<file path="src/rtl/multicycle_control_unit_if.sv">
// Control/status bundle between the multicycle MIPS controller and its datapath.
// master = controller (drives enables/selects), slave = datapath (drives IR fields, Zero).
interface multicycle_control_unit_if;
    logic [5:0] Opcode;
    logic [5:0] Funct;
    logic       Zero;
    logic       IorD;
    logic       IRWrite;
    logic       MemWrite;
    logic       MemToReg;
    logic [1:0] RegDst;
    logic       RegWrite;
    logic       JAL;
    logic       ALUSrcA;
    logic [1:0] ALUSrcB;
    logic [2:0] ALUControl;
    logic       shift;
    logic [1:0] PCSrc;
    logic       PCEn;
    logic       InstrDone;
    logic       Halted;

    modport master (
        input  Opcode, Funct, Zero,
        output IorD, IRWrite, MemWrite, MemToReg, RegDst, RegWrite, JAL,
               ALUSrcA, ALUSrcB, ALUControl, shift, PCSrc, PCEn, InstrDone, Halted
    );

    modport slave (
        output Opcode, Funct, Zero,
        input  IorD, IRWrite, MemWrite, MemToReg, RegDst, RegWrite, JAL,
               ALUSrcA, ALUSrcB, ALUControl, shift, PCSrc, PCEn, InstrDone, Halted
    );
endinterface

</file>
<file path="src/rtl/multicycle_control_unit.sv">
// Multicycle MIPS control FSM: sequences a shared ALU and unified memory over
// several cycles per instruction. Control outputs are registered from the next
// state; PCEn additionally folds in Zero for branches.
module multicycle_control_unit #(
    parameter bit ILLEGAL_TRAP = 1'b0
) (
    input  logic clk,
    input  logic reset,
    multicycle_control_unit_if.master bus
);
    localparam logic [5:0] OP_RTYPE = 6'b000000;
    localparam logic [5:0] OP_LW    = 6'b100011;
    localparam logic [5:0] OP_SW    = 6'b101011;
    localparam logic [5:0] OP_BEQ   = 6'b000100;
    localparam logic [5:0] OP_BNE   = 6'b000101;
    localparam logic [5:0] OP_ADDI  = 6'b001000;
    localparam logic [5:0] OP_J     = 6'b000010;
    localparam logic [5:0] OP_JAL   = 6'b000011;
    localparam logic [5:0] FN_JR    = 6'b001000;

    localparam logic [2:0] ALU_AND = 3'b000;
    localparam logic [2:0] ALU_OR  = 3'b001;
    localparam logic [2:0] ALU_ADD = 3'b010;
    localparam logic [2:0] ALU_SLL = 3'b100;
    localparam logic [2:0] ALU_SRL = 3'b101;
    localparam logic [2:0] ALU_SUB = 3'b110;
    localparam logic [2:0] ALU_SLT = 3'b111;

    typedef enum logic [3:0] {
        FETCH, DECODE, MEMADR, MEMRD, MEMWB, MEMWR, EXEC, ALUWB,
        BRANCH, ADDIEX, ADDIWB, JUMP, JALS, JR, HALT
    } state_t;

    typedef struct packed {
        logic       iord;
        logic       ir_write;
        logic       mem_write;
        logic       mem_to_reg;
        logic [1:0] reg_dst;
        logic       reg_write;
        logic       jal;
        logic       alu_src_a;
        logic [1:0] alu_src_b;
        logic [2:0] alu_control;
        logic       shift;
        logic [1:0] pc_src;
        logic       pc_write;
        logic       branch_eq;
        logic       branch_ne;
        logic       instr_done;
        logic       halted;
    } ctl_t;

    state_t     state, state_next;
    ctl_t       ctl_q, ctl, fetch_ctl;
    logic [4:0] fn_dec;
    logic       decode_illegal;

    // R-type funct decode packed as {legal, shift, alu_control}
    function automatic logic [4:0] funct_decode(input logic [5:0] fn);
        case (fn)
            6'b100000: return {2'b10, ALU_ADD};
            6'b100010: return {2'b10, ALU_SUB};
            6'b100100: return {2'b10, ALU_AND};
            6'b100101: return {2'b10, ALU_OR};
            6'b101010: return {2'b10, ALU_SLT};
            6'b000000: return {2'b11, ALU_SLL};
            6'b000010: return {2'b11, ALU_SRL};
            default:   return 5'b00000;
        endcase
    endfunction

    // Moore control word of each state (IR fields refine EXEC and BRANCH)
    function automatic ctl_t state_ctl(input state_t s, input logic [5:0] op,
                                       input logic [5:0] fn);
        ctl_t       c;
        logic [4:0] fd;
        c  = '0;
        fd = funct_decode(fn);
        case (s)
            FETCH:  begin c.ir_write = 1'b1; c.alu_src_b = 2'b01;
                          c.alu_control = ALU_ADD; c.pc_write = 1'b1; end
            DECODE: begin c.alu_src_b = 2'b11; c.alu_control = ALU_ADD; end
            MEMADR: begin c.alu_src_a = 1'b1; c.alu_src_b = 2'b10; c.alu_control = ALU_ADD; end
            MEMRD:  c.iord = 1'b1;
            MEMWB:  begin c.mem_to_reg = 1'b1; c.reg_write = 1'b1; c.instr_done = 1'b1; end
            MEMWR:  begin c.iord = 1'b1; c.mem_write = 1'b1; c.instr_done = 1'b1; end
            EXEC:   begin c.alu_src_a = 1'b1; c.alu_control = fd[2:0]; c.shift = fd[3];
                          c.instr_done = ~fd[4] & ~ILLEGAL_TRAP; end
            ALUWB:  begin c.reg_dst = 2'b01; c.reg_write = 1'b1; c.instr_done = 1'b1; end
            BRANCH: begin c.alu_src_a = 1'b1; c.alu_control = ALU_SUB; c.pc_src = 2'b01;
                          c.branch_eq = (op == OP_BEQ); c.branch_ne = (op == OP_BNE);
                          c.instr_done = 1'b1; end
            ADDIEX: begin c.alu_src_a = 1'b1; c.alu_src_b = 2'b10; c.alu_control = ALU_ADD; end
            ADDIWB: begin c.reg_write = 1'b1; c.instr_done = 1'b1; end
            JUMP:   begin c.pc_src = 2'b10; c.pc_write = 1'b1; c.instr_done = 1'b1; end
            JALS:   begin c.pc_src = 2'b10; c.pc_write = 1'b1; c.reg_dst = 2'b10; c.jal = 1'b1;
                          c.reg_write = 1'b1; c.instr_done = 1'b1; end
            JR:     begin c.pc_src = 2'b11; c.pc_write = 1'b1; c.instr_done = 1'b1; end
            HALT:   c.halted = 1'b1;
            default: c = '0;
        endcase
        return c;
    endfunction

    // Next-state selection; unknown encodings fall back to FETCH
    always_comb begin
        state_next     = FETCH;
        decode_illegal = 1'b0;
        fn_dec         = funct_decode(bus.Funct);
        case (state)
            FETCH:  state_next = DECODE;
            DECODE: case (bus.Opcode)
                OP_LW, OP_SW:   state_next = MEMADR;
                OP_RTYPE:       state_next = (bus.Funct == FN_JR) ? JR : EXEC;
                OP_BEQ, OP_BNE: state_next = BRANCH;
                OP_ADDI:        state_next = ADDIEX;
                OP_J:           state_next = JUMP;
                OP_JAL:         state_next = JALS;
                default: begin
                    decode_illegal = 1'b1;
                    state_next     = ILLEGAL_TRAP ? HALT : FETCH;
                end
            endcase
            MEMADR: state_next = (bus.Opcode == OP_SW) ? MEMWR : MEMRD;
            MEMRD:  state_next = MEMWB;
            EXEC:   state_next = fn_dec[4] ? ALUWB : (ILLEGAL_TRAP ? HALT : FETCH);
            ADDIEX: state_next = ADDIWB;
            HALT:   state_next = HALT;
            default: state_next = FETCH;
        endcase
    end

    // State and registered control word; reset lands in FETCH
    always_ff @(posedge clk) begin
        if (reset) begin
            state <= FETCH;
            ctl_q <= state_ctl(FETCH, bus.Opcode, bus.Funct);
        end else begin
            state <= state_next;
            ctl_q <= state_ctl(state_next, bus.Opcode, bus.Funct);
        end
    end

    // While reset is high, present FETCH selects regardless of the current state
    always_comb begin
        fetch_ctl = state_ctl(FETCH, bus.Opcode, bus.Funct);
        ctl       = reset ? fetch_ctl : ctl_q;
    end

    assign bus.IorD       = ctl.iord;
    assign bus.MemToReg   = ctl.mem_to_reg;
    assign bus.RegDst     = ctl.reg_dst;
    assign bus.JAL        = ctl.jal;
    assign bus.ALUSrcA    = ctl.alu_src_a;
    assign bus.ALUSrcB    = ctl.alu_src_b;
    assign bus.ALUControl = ctl.alu_control;
    assign bus.shift      = ctl.shift;
    assign bus.PCSrc      = ctl.pc_src;
    assign bus.Halted     = ctl.halted;
    assign bus.IRWrite    = ctl.ir_write  & ~reset;
    assign bus.MemWrite   = ctl.mem_write & ~reset;
    assign bus.RegWrite   = ctl.reg_write & ~reset;
    assign bus.PCEn       = ~reset & (ctl.pc_write | (ctl.branch_eq & bus.Zero)
                                                   | (ctl.branch_ne & ~bus.Zero));
    // Opcode is only valid once DECODE is entered, so the illegal-opcode retire
    // pulse is decoded live rather than registered with the rest.
    assign bus.InstrDone  = ~reset & (ctl.instr_done
                                      | ((state == DECODE) & decode_illegal & ~ILLEGAL_TRAP));
endmodule

</file>
<file path="src/flat_wrapper.sv">
// flat-port wrapper written by rule: the top's interface ports become plain ports
module multicycle_control_unit_flat 
#(
    parameter bit ILLEGAL_TRAP = 1'b0
)
  (clk, reset, bus_Opcode, bus_Funct, bus_Zero, bus_IorD, bus_IRWrite, bus_MemWrite, bus_MemToReg, bus_RegDst, bus_RegWrite, bus_JAL, bus_ALUSrcA, bus_ALUSrcB, bus_ALUControl, bus_shift, bus_PCSrc, bus_PCEn, bus_InstrDone, bus_Halted);
  multicycle_control_unit_if bus_i ();
  input  logic clk;
  input  logic reset;
  input wire logic [$bits(bus_i.Opcode)-1:0] bus_Opcode;
  input wire logic [$bits(bus_i.Funct)-1:0] bus_Funct;
  input wire logic [$bits(bus_i.Zero)-1:0] bus_Zero;
  output wire logic [$bits(bus_i.IorD)-1:0] bus_IorD;
  output wire logic [$bits(bus_i.IRWrite)-1:0] bus_IRWrite;
  output wire logic [$bits(bus_i.MemWrite)-1:0] bus_MemWrite;
  output wire logic [$bits(bus_i.MemToReg)-1:0] bus_MemToReg;
  output wire logic [$bits(bus_i.RegDst)-1:0] bus_RegDst;
  output wire logic [$bits(bus_i.RegWrite)-1:0] bus_RegWrite;
  output wire logic [$bits(bus_i.JAL)-1:0] bus_JAL;
  output wire logic [$bits(bus_i.ALUSrcA)-1:0] bus_ALUSrcA;
  output wire logic [$bits(bus_i.ALUSrcB)-1:0] bus_ALUSrcB;
  output wire logic [$bits(bus_i.ALUControl)-1:0] bus_ALUControl;
  output wire logic [$bits(bus_i.shift)-1:0] bus_shift;
  output wire logic [$bits(bus_i.PCSrc)-1:0] bus_PCSrc;
  output wire logic [$bits(bus_i.PCEn)-1:0] bus_PCEn;
  output wire logic [$bits(bus_i.InstrDone)-1:0] bus_InstrDone;
  output wire logic [$bits(bus_i.Halted)-1:0] bus_Halted;
  assign bus_i.Opcode = bus_Opcode;
  assign bus_i.Funct = bus_Funct;
  assign bus_i.Zero = bus_Zero;
  assign bus_IorD = bus_i.IorD;
  assign bus_IRWrite = bus_i.IRWrite;
  assign bus_MemWrite = bus_i.MemWrite;
  assign bus_MemToReg = bus_i.MemToReg;
  assign bus_RegDst = bus_i.RegDst;
  assign bus_RegWrite = bus_i.RegWrite;
  assign bus_JAL = bus_i.JAL;
  assign bus_ALUSrcA = bus_i.ALUSrcA;
  assign bus_ALUSrcB = bus_i.ALUSrcB;
  assign bus_ALUControl = bus_i.ALUControl;
  assign bus_shift = bus_i.shift;
  assign bus_PCSrc = bus_i.PCSrc;
  assign bus_PCEn = bus_i.PCEn;
  assign bus_InstrDone = bus_i.InstrDone;
  assign bus_Halted = bus_i.Halted;
  multicycle_control_unit #(.ILLEGAL_TRAP(ILLEGAL_TRAP)) u_core (.clk(clk), .reset(reset), .bus(bus_i));
endmodule
</file>
<file path="config.mk">
export PLATFORM = sky130hd
export DESIGN_NAME = multicycle_control_unit_flat
export DESIGN_NICKNAME = d
export VERILOG_FILES = /design/src/rtl/multicycle_control_unit_if.sv /design/src/rtl/multicycle_control_unit.sv /design/src/flat_wrapper.sv
export SDC_FILE = /design/constraint.sdc
export NUM_CORES = 1
export LEC_CHECK = 0
export ABC_AREA = 1
export ABC_CLOCK_PERIOD_IN_PS = 3550
export CAP_MARGIN = 0
export CELL_PAD_IN_SITES_DETAIL_PLACEMENT = 0
export CELL_PAD_IN_SITES_GLOBAL_PLACEMENT = 2
export CORE_ASPECT_RATIO = 1.1
export CORE_MARGIN = 2
export CORE_UTILIZATION = 28
export CTS_CLUSTER_DIAMETER = 60
export DETAILED_ROUTE_END_ITERATION = 10
export GPL_TIMING_DRIVEN = 0
export PLACE_DENSITY = 0.9
export SLEW_MARGIN = 20
export SYNTH_ARGS = -nofsm -noshare
export SYNTH_HDL_FRONTEND = slang
export SYNTH_SLANG_ARGS = --single-unit
</file>
<file path="constraint.sdc">
create_clock -name clk -period 3.55 [get_ports clk]
set_clock_uncertainty 0.2 [all_clocks]
set_input_delay 0.5325 -clock clk [delete_from_list [all_inputs] [get_ports clk]]
set_output_delay 0.5325 -clock clk [all_outputs]
set_load 0.005 [all_outputs]
</file>
==> flow_metrics.env, run 1 <==
export IMPL_drc_errors=0
export IMPL_synth_area_um2=1510
export IMPL_first_iter_violations=53
export IMPL_wl_per_cell_um=9.78
export IMPL_async_flop_share=0
export IMPL_clock_latency_ns=0.26
export IMPL_synth_edf_count=0
export IMPL_cts_root_buf="clkbuf_8"
export IMPL_post_route_min_period_ns=2.97
export IMPL_hold_class="reg2reg"
export IMPL_crit_type="in2out"
export IMPL_rsz0062_at_grt="no"
export IMPL_power_density_nw_per_um2=279
export IMPL_r2r_start="u_core.state[2]$_SDFF_PP0_"
export IMPL_chipWidth_um=74.1
export IMPL_start_kind="primary input"
export IMPL_crit_chain="clkdlybuf4s50_1 -> inv_1 -> nor2_1 -> nand3_1 -> nand2_1 -> nor2_1 -> nand2_1 -> nor2_1 -> o21a_1 -> clkdlybuf4s50_1"
export IMPL_slew_headroom=0.671
export IMPL_hold_viol=0
export IMPL_period_share=0.838
export IMPL_worst_pin_slew_ns=0.493
export IMPL_nets=291
export IMPL_via_per_inst=4.18
export IMPL_cts_setup_buffers=0
export IMPL_path_common_cell="nor2_1"
export IMPL_dieArea_um2=6010
export IMPL_critPathTopFamily="buffers and inverters"
export IMPL_crit_buf_inv=3
export IMPL_rr_worst_depth=11
export IMPL_synthFlopType="dfxtp_1"
export IMPL_end_kind="primary output"
export IMPL_cts_resized=0
export IMPL_r2r_end="u_core.ctl_q[4]$_SDFF_PP1_"
export IMPL_synth_area_per_cell_um2=6.36
export IMPL_power_leakage_uw=0.000921
export IMPL_ios=35
export IMPL_rrSetupSlack_ns=1.53
export IMPL_final_core_util=0.375
export IMPL_drive_gt1_frac=0.124
export IMPL_grt_pass1_vias=1297
export IMPL_gp_congestion=0.718
export IMPL_synth_area_leaders="dfxtp_1, nor2_1, inv_1, nand2_1, nand3_1"
export IMPL_ant_nets=0
export IMPL_ys_seq_area_frac=0.331
export IMPL_grt_pass1_wl_mm=5.75
export IMPL_worstSetupStartpoint="bus_Opcode[3]"
export IMPL_antenna_found_initial=0
export IMPL_synth_top_cell_area_share=0.331
export IMPL_initial_core_util=0.286
export IMPL_cts_tree="built"
export IMPL_ir_worst_vdd_mv=0.164
export IMPL_holdPathEnd="u_core.ctl_q[0]$_SDFF_PP0_"
export IMPL_clock_sinks=25
export IMPL_yosysUniqueCellTypes=28
export IMPL_fill_cells=581
export IMPL_holdCritStartpoint="u_core.state[2]$_SDFF_PP0_"
export IMPL_ys_warn_count=0
export IMPL_grt_usage=0.123
export IMPL_numCtsBuffers=3
export IMPL_syn2layout_area_growth_pct=31.0
export IMPL_setup_violations=0
export IMPL_vias=1464
export IMPL_clk_pin_slew_ns=0.09
export IMPL_diodes=0
export IMPL_synth_top_area_cell="dfxtp_1"
export IMPL_holdBufCountCts=0
export IMPL_die_height_um=81.1
export IMPL_slew_violations=0
export IMPL_clk_path_buf_depth=2
export IMPL_ys_seq_elements=25
export IMPL_cpPeakStageDelay_ns=0.50
export IMPL_worstPathRequired_ns=2.82
export IMPL_path_max_fanout=3
export IMPL_total_power_uw=553
export IMPL_maxCapViolations=0
export IMPL_max_clock_freq_mhz=336
export IMPL_first_pass_iters=4
export IMPL_std_cell_rows=28
export IMPL_core_um2=5290
export IMPL_status="finished clean"
export IMPL_crit_slowest_cell="clkdlybuf4s50_1"
export IMPL_grt_max_degree=14
export IMPL_worstPathArrival_ns=2.24
export IMPL_hold_depth=2
export IMPL_final_setup_tns_ns=0
export IMPL_synth_fp_nets=253
export IMPL_ctsHtreeMaxLevel=1
export IMPL_routed_wl_mm=3.42
export IMPL_overflow=0
export IMPL_io_buffers=33
export IMPL_synthCells=238
export IMPL_hpwl_mm=2.79
[area by class of cell]
| cell class | instances | area [um2] | share of cell area |
|---|---|---|---|
| multi-input cells | 158 | 802 | 0.405 |
| flip-flops and latches | 25 | 500 | 0.253 |
| repair buffers | 33 | 330 | 0.167 |
| inverters | 50 | 188 | 0.0947 |
| well taps | 75 | 93.8 | 0.0473 |
| clock buffers | 4 | 45.0 | 0.0227 |
| plain buffers | 5 | 22.5 | 0.0114 |
[power by group]
part / total, uW / leakage (uW) / internal [uW] / switching [uW]
registers: 291 / 0.000203 / 287 / 3.74
clock network: 171 / 0.0000228 / 80.2 / 90.3
logic: 91.4 / 0.000695 / 39.9 / 51.4
[per-layer routing]
metal,part of all wire,track usage,up-vias
met5,0,0,-
met4,0.016,0.0436,0
met3,0.034,0.0186,4
met2,0.47,0.203,40
met1,0.48,0.163,622
li1,-,-,798
[registers in the layout, indices dropped and copies added, names as in the netlist]
register / cells
u_core.state: 4
u_core.ctl_q: 21
[cell usage after synthesis, drive strengths merged, types with 4 or more instances]
cell    instances
nand3          24
dfxtp          25
inv            50
nor3            5
or2             4
o21ai           6
nand4           5
nand2          43
clkbuf          4
nor2           57
a21oi           9
[how the worst max path moves through the flow]
stage / end / slack [ns] / cells past startpoint
after floorplan: u_core.ctl_q[4]$_SDFF_PP1_ / 1.57 / 11
after global placement: bus_InstrDone / 0.56 / 9
after detailed placement: bus_InstrDone / 0.57 / 9
after CTS: bus_InstrDone / 0.56 / 9
after global routing: bus_InstrDone / 0.39 / 10
final: bus_InstrDone / 0.58 / 10
[cell families (layout without fill, tap and decap cells)]
family / after synthesis / after routing / share of synthesized area
and+or+nand+nor: 141 / 141 / 0.467
DFF: 25 / 25 / 0.331
AOI/OAI and AO/OA: 17 / 17 / 0.0637
buffers and inverters: 55 / 92 / 0.139
[metrics by stage]
stage | setup slack [ns] | instances | instance area, um2 | hold WS, ns
2_1_floorplan | 1.57 | 238 | 1510 | 0.319
3_3_place_gp | 0.557 | 346 | 1940 | 0.370
3_5_place_dp | 0.570 | 346 | 1940 | 0.373
4_1_cts | 0.563 | 350 | 1980 | 0.387
5_1_grt | 0.388 | 350 | 1980 | 0.430
6_report | 0.576 | 350 | 1980 | 0.378
[worst reg2reg max path, stage by stage, from the launching register on]
cell	delay, ns
dfxtp_1	0.32
inv_1	0.16
nand2_2	0.15
nor3_4	0.22
nand2_1	0.13
nand2_1	0.09
inv_1	0.04
nand3_1	0.09
nor2_1	0.08
nand2_1	0.07
nand2_1	0.09
or2_1	0.27
[placed cells by master (no fill, tap or decap), drive strengths merged]
| cell | synthesis | layout |
|---|---|---|
| buf | 1 | 1 |
| nand3 | 24 | 24 |
| nand2 | 43 | 43 |
| or2 | 4 | 4 |
| clkbuf | 4 | 8 |
| clkdlybuf4s50 | 0 | 33 |
| o21a | 1 | 1 |
| a31oi | 1 | 1 |
| dfxtp | 25 | 25 |
| a21oi | 9 | 9 |
| inv | 50 | 50 |
| o21ai | 6 | 6 |
| nand3b | 1 | 1 |
| nor2 | 57 | 57 |
| nand4 | 5 | 5 |
| nor3 | 5 | 5 |
| nor4 | 1 | 1 |
| nor3b | 1 | 1 |
No activity file was read; power rests on OpenSTA's default activity.
==> inputs of run 2 (changes only) <==
Settings changed: ABC_CLOCK_PERIOD_IN_PS 3550 to 2400, CORE_UTILIZATION 28 to 23, PLACE_DENSITY 0.9 to 0.8.
Clock period 3.55 ns to 2.4 ns, I/O delays scaled along.
==> run 2 against run 1 <==
  * Wire length up 7.3%
  * Critical path type unchanged
  * Core utilization fell by 6.0 points
  * Critical path depth fell by 6
  * Non-clock buffer count up 4
  * Highest routed layer unchanged
  * Power rose by 50%
==> flow_metrics.env, run 2 (synthesis gave the netlist of run 1 again) <==
export IMPL_cts_tree="built"
export IMPL_overflow=0
export IMPL_first_iter_violations=76
export IMPL_post_route_min_period_ns=2.29
export IMPL_drc_errors=0
export IMPL_rsz0062_at_grt="no"
export IMPL_worstPathArrival_ns=1.73
export IMPL_total_power_uw=832
export IMPL_crit_chain="clkbuf_1 -> clkbuf_1 -> or2_2 -> clkdlybuf4s50_1"
export IMPL_ir_worst_vdd_mv=0.171
export IMPL_clk_pin_slew_ns=0.08
export IMPL_std_cell_rows=31
export IMPL_slew_violations=0
export IMPL_dp_cells=353
export IMPL_start_kind="primary input"
export IMPL_drive_gt1_frac=0.168
export IMPL_first_pass_iters=4
export IMPL_crit_type="in2out"
export IMPL_routed_wl_mm=3.67
export IMPL_rrSetupSlack_ns=0.36
export IMPL_cts_root_buf="clkbuf_8"
export IMPL_instances_no_fill=361
export IMPL_cpPeakStageDelay_ns=0.49
export IMPL_vias=1473
export IMPL_end_kind="primary output"
export IMPL_ant_nets=0
export IMPL_power_density_nw_per_um2=408
export IMPL_max_clock_freq_mhz=437
export IMPL_status="finished clean"
export IMPL_antenna_found_initial=0
export IMPL_ios=35
export IMPL_power_leakage_uw=0.000958
export IMPL_grt_pass1_wl_mm=6.41
export IMPL_dieArea_um2=7240
export IMPL_slew_headroom=0.641
export IMPL_worstPathRequired_ns=1.84
export IMPL_largest_register_ffs=21
export IMPL_core_um2=6480
export IMPL_holdBufCountCts=0
export IMPL_diodes=0
export IMPL_numCtsBuffers=3
export IMPL_gp_congestion=0.778
export IMPL_grt_pass1_vias=1417
export IMPL_syn2layout_area_growth_pct=34.6
export IMPL_ctsHtreeMaxLevel=1
export IMPL_via_per_inst=4.08
export IMPL_hold_class="in2reg"
export IMPL_io_buffers=33
export IMPL_setup_violations=0
export IMPL_chipWidth_um=81.3
export IMPL_mostFrequentLayoutCells="inv_1, nor2_1, nand2_1"
export IMPL_path_common_cell="clkbuf_1"
export IMPL_worst_pin_slew_ns=0.538
export IMPL_crit_slowest_cell="clkdlybuf4s50_1"
export IMPL_path_max_fanout=10
export IMPL_post_dp_cell_area_um2=1950
export IMPL_hold_viol=0
export IMPL_grt_max_degree=14
export IMPL_hpwl_mm=2.94
export IMPL_initial_core_util=0.234
export IMPL_period_share=0.954
export IMPL_clock_sinks=25
export IMPL_reg_top3="u_core.ctl_q x21, u_core.state x4"
export IMPL_hold_ws_ns=0.360
export IMPL_clk_path_buf_depth=2
export IMPL_die_height_um=89.1
export IMPL_grt_usage=0.114
export IMPL_nets=295
export IMPL_maxCapViolations=0
export IMPL_final_area_um2=2040
export IMPL_wl_per_cell_um=10.2
export IMPL_largest_register="u_core.ctl_q"
export IMPL_mostFrequentLayoutCell="inv_1"
export IMPL_clock_latency_ns=0.28
-- run 2: changes by cell type in the layout (fill, tap and decap cells not counted), moves of 2 or more --
cell,before,now
nand3_1,21,19
nor2_1,48,44
nand3_2,3,5
clkdlybuf4s50_1,33,26
dlygate4sd2_1,0,7
nor2_2,6,10
buf_4,1,5
-- run 2: what timing repair did --
action / 4_1_cts / 5_1_grt
pin swaps: 3 / 1
gates cloned: 0 / 0
setup endpoints to repair: 1 / 4
hold endpoints to repair: 0 / 0
resized for setup: 13 / 3
setup buffers: 2 / 2
-- run 2: worst paths after layout --
path,endpoint,cells after the start,startpoint
worst max-delay path,bus_ALUSrcB[0],4,reset
worst min-delay path,u_core.ctl_q[8]$_SDFF_PP0_,4,reset
worst max register to register,u_core.ctl_q[4]$_SDFF_PP1_,10,u_core.state[3]$_SDFF_PP0_
worst min register to register,u_core.ctl_q[18]$_SDFF_PP0_,2,u_core.state[0]$_SDFF_PP0_
-- run 2: cell type report --
type | instances | area [um2]
Buffer | 5 | 22.5
Clock buffer | 4 | 45.0
Fill cell | 741 | 4440
Inverter | 50 | 188
Multi-Input combinational cell | 158 | 825
Sequential cell | 25 | 502
Tap cell | 82 | 103
Timing Repair Buffer | 37 | 352
-- run 2: through the flow --
stage / utilization / setup WS [ns] / setup TNS [ns]
CTS: 0.310 / 0.0852 / 0
finish: 0.314 / 0.111 / 0
detailed placement: 0.300 / -0.253 / -1.50
global route: 0.314 / 0.00399 / 0
global placement: 0.300 / -0.272 / -1.53
floorplan: - / 0.588 / 0
-- run 2: power breakdown --
| part | switching [uW] | internal (uW) | leakage [uW] |
|---|---|---|---|
| clock | 140 | 119 | 0.0000228 |
| combinational | 81.2 | 60.9 | 0.000731 |
| sequential | 5.13 | 425 | 0.000204 |
-- run 2: worst max-delay path: cells and delay by family --
family	cells	cell delay, ns
buffers and inverters	3	1.17
and+or+nand+nor	1	0.20
-- run 2: per-layer routing --
layer	global-route usage	vias to the layer above	wire, um
li1	-	809	-
met1	0.152	632	1870
met2	0.193	29	1680
met3	0.0121	3	97
met4	0.0370	0	26
met5	0	-	0
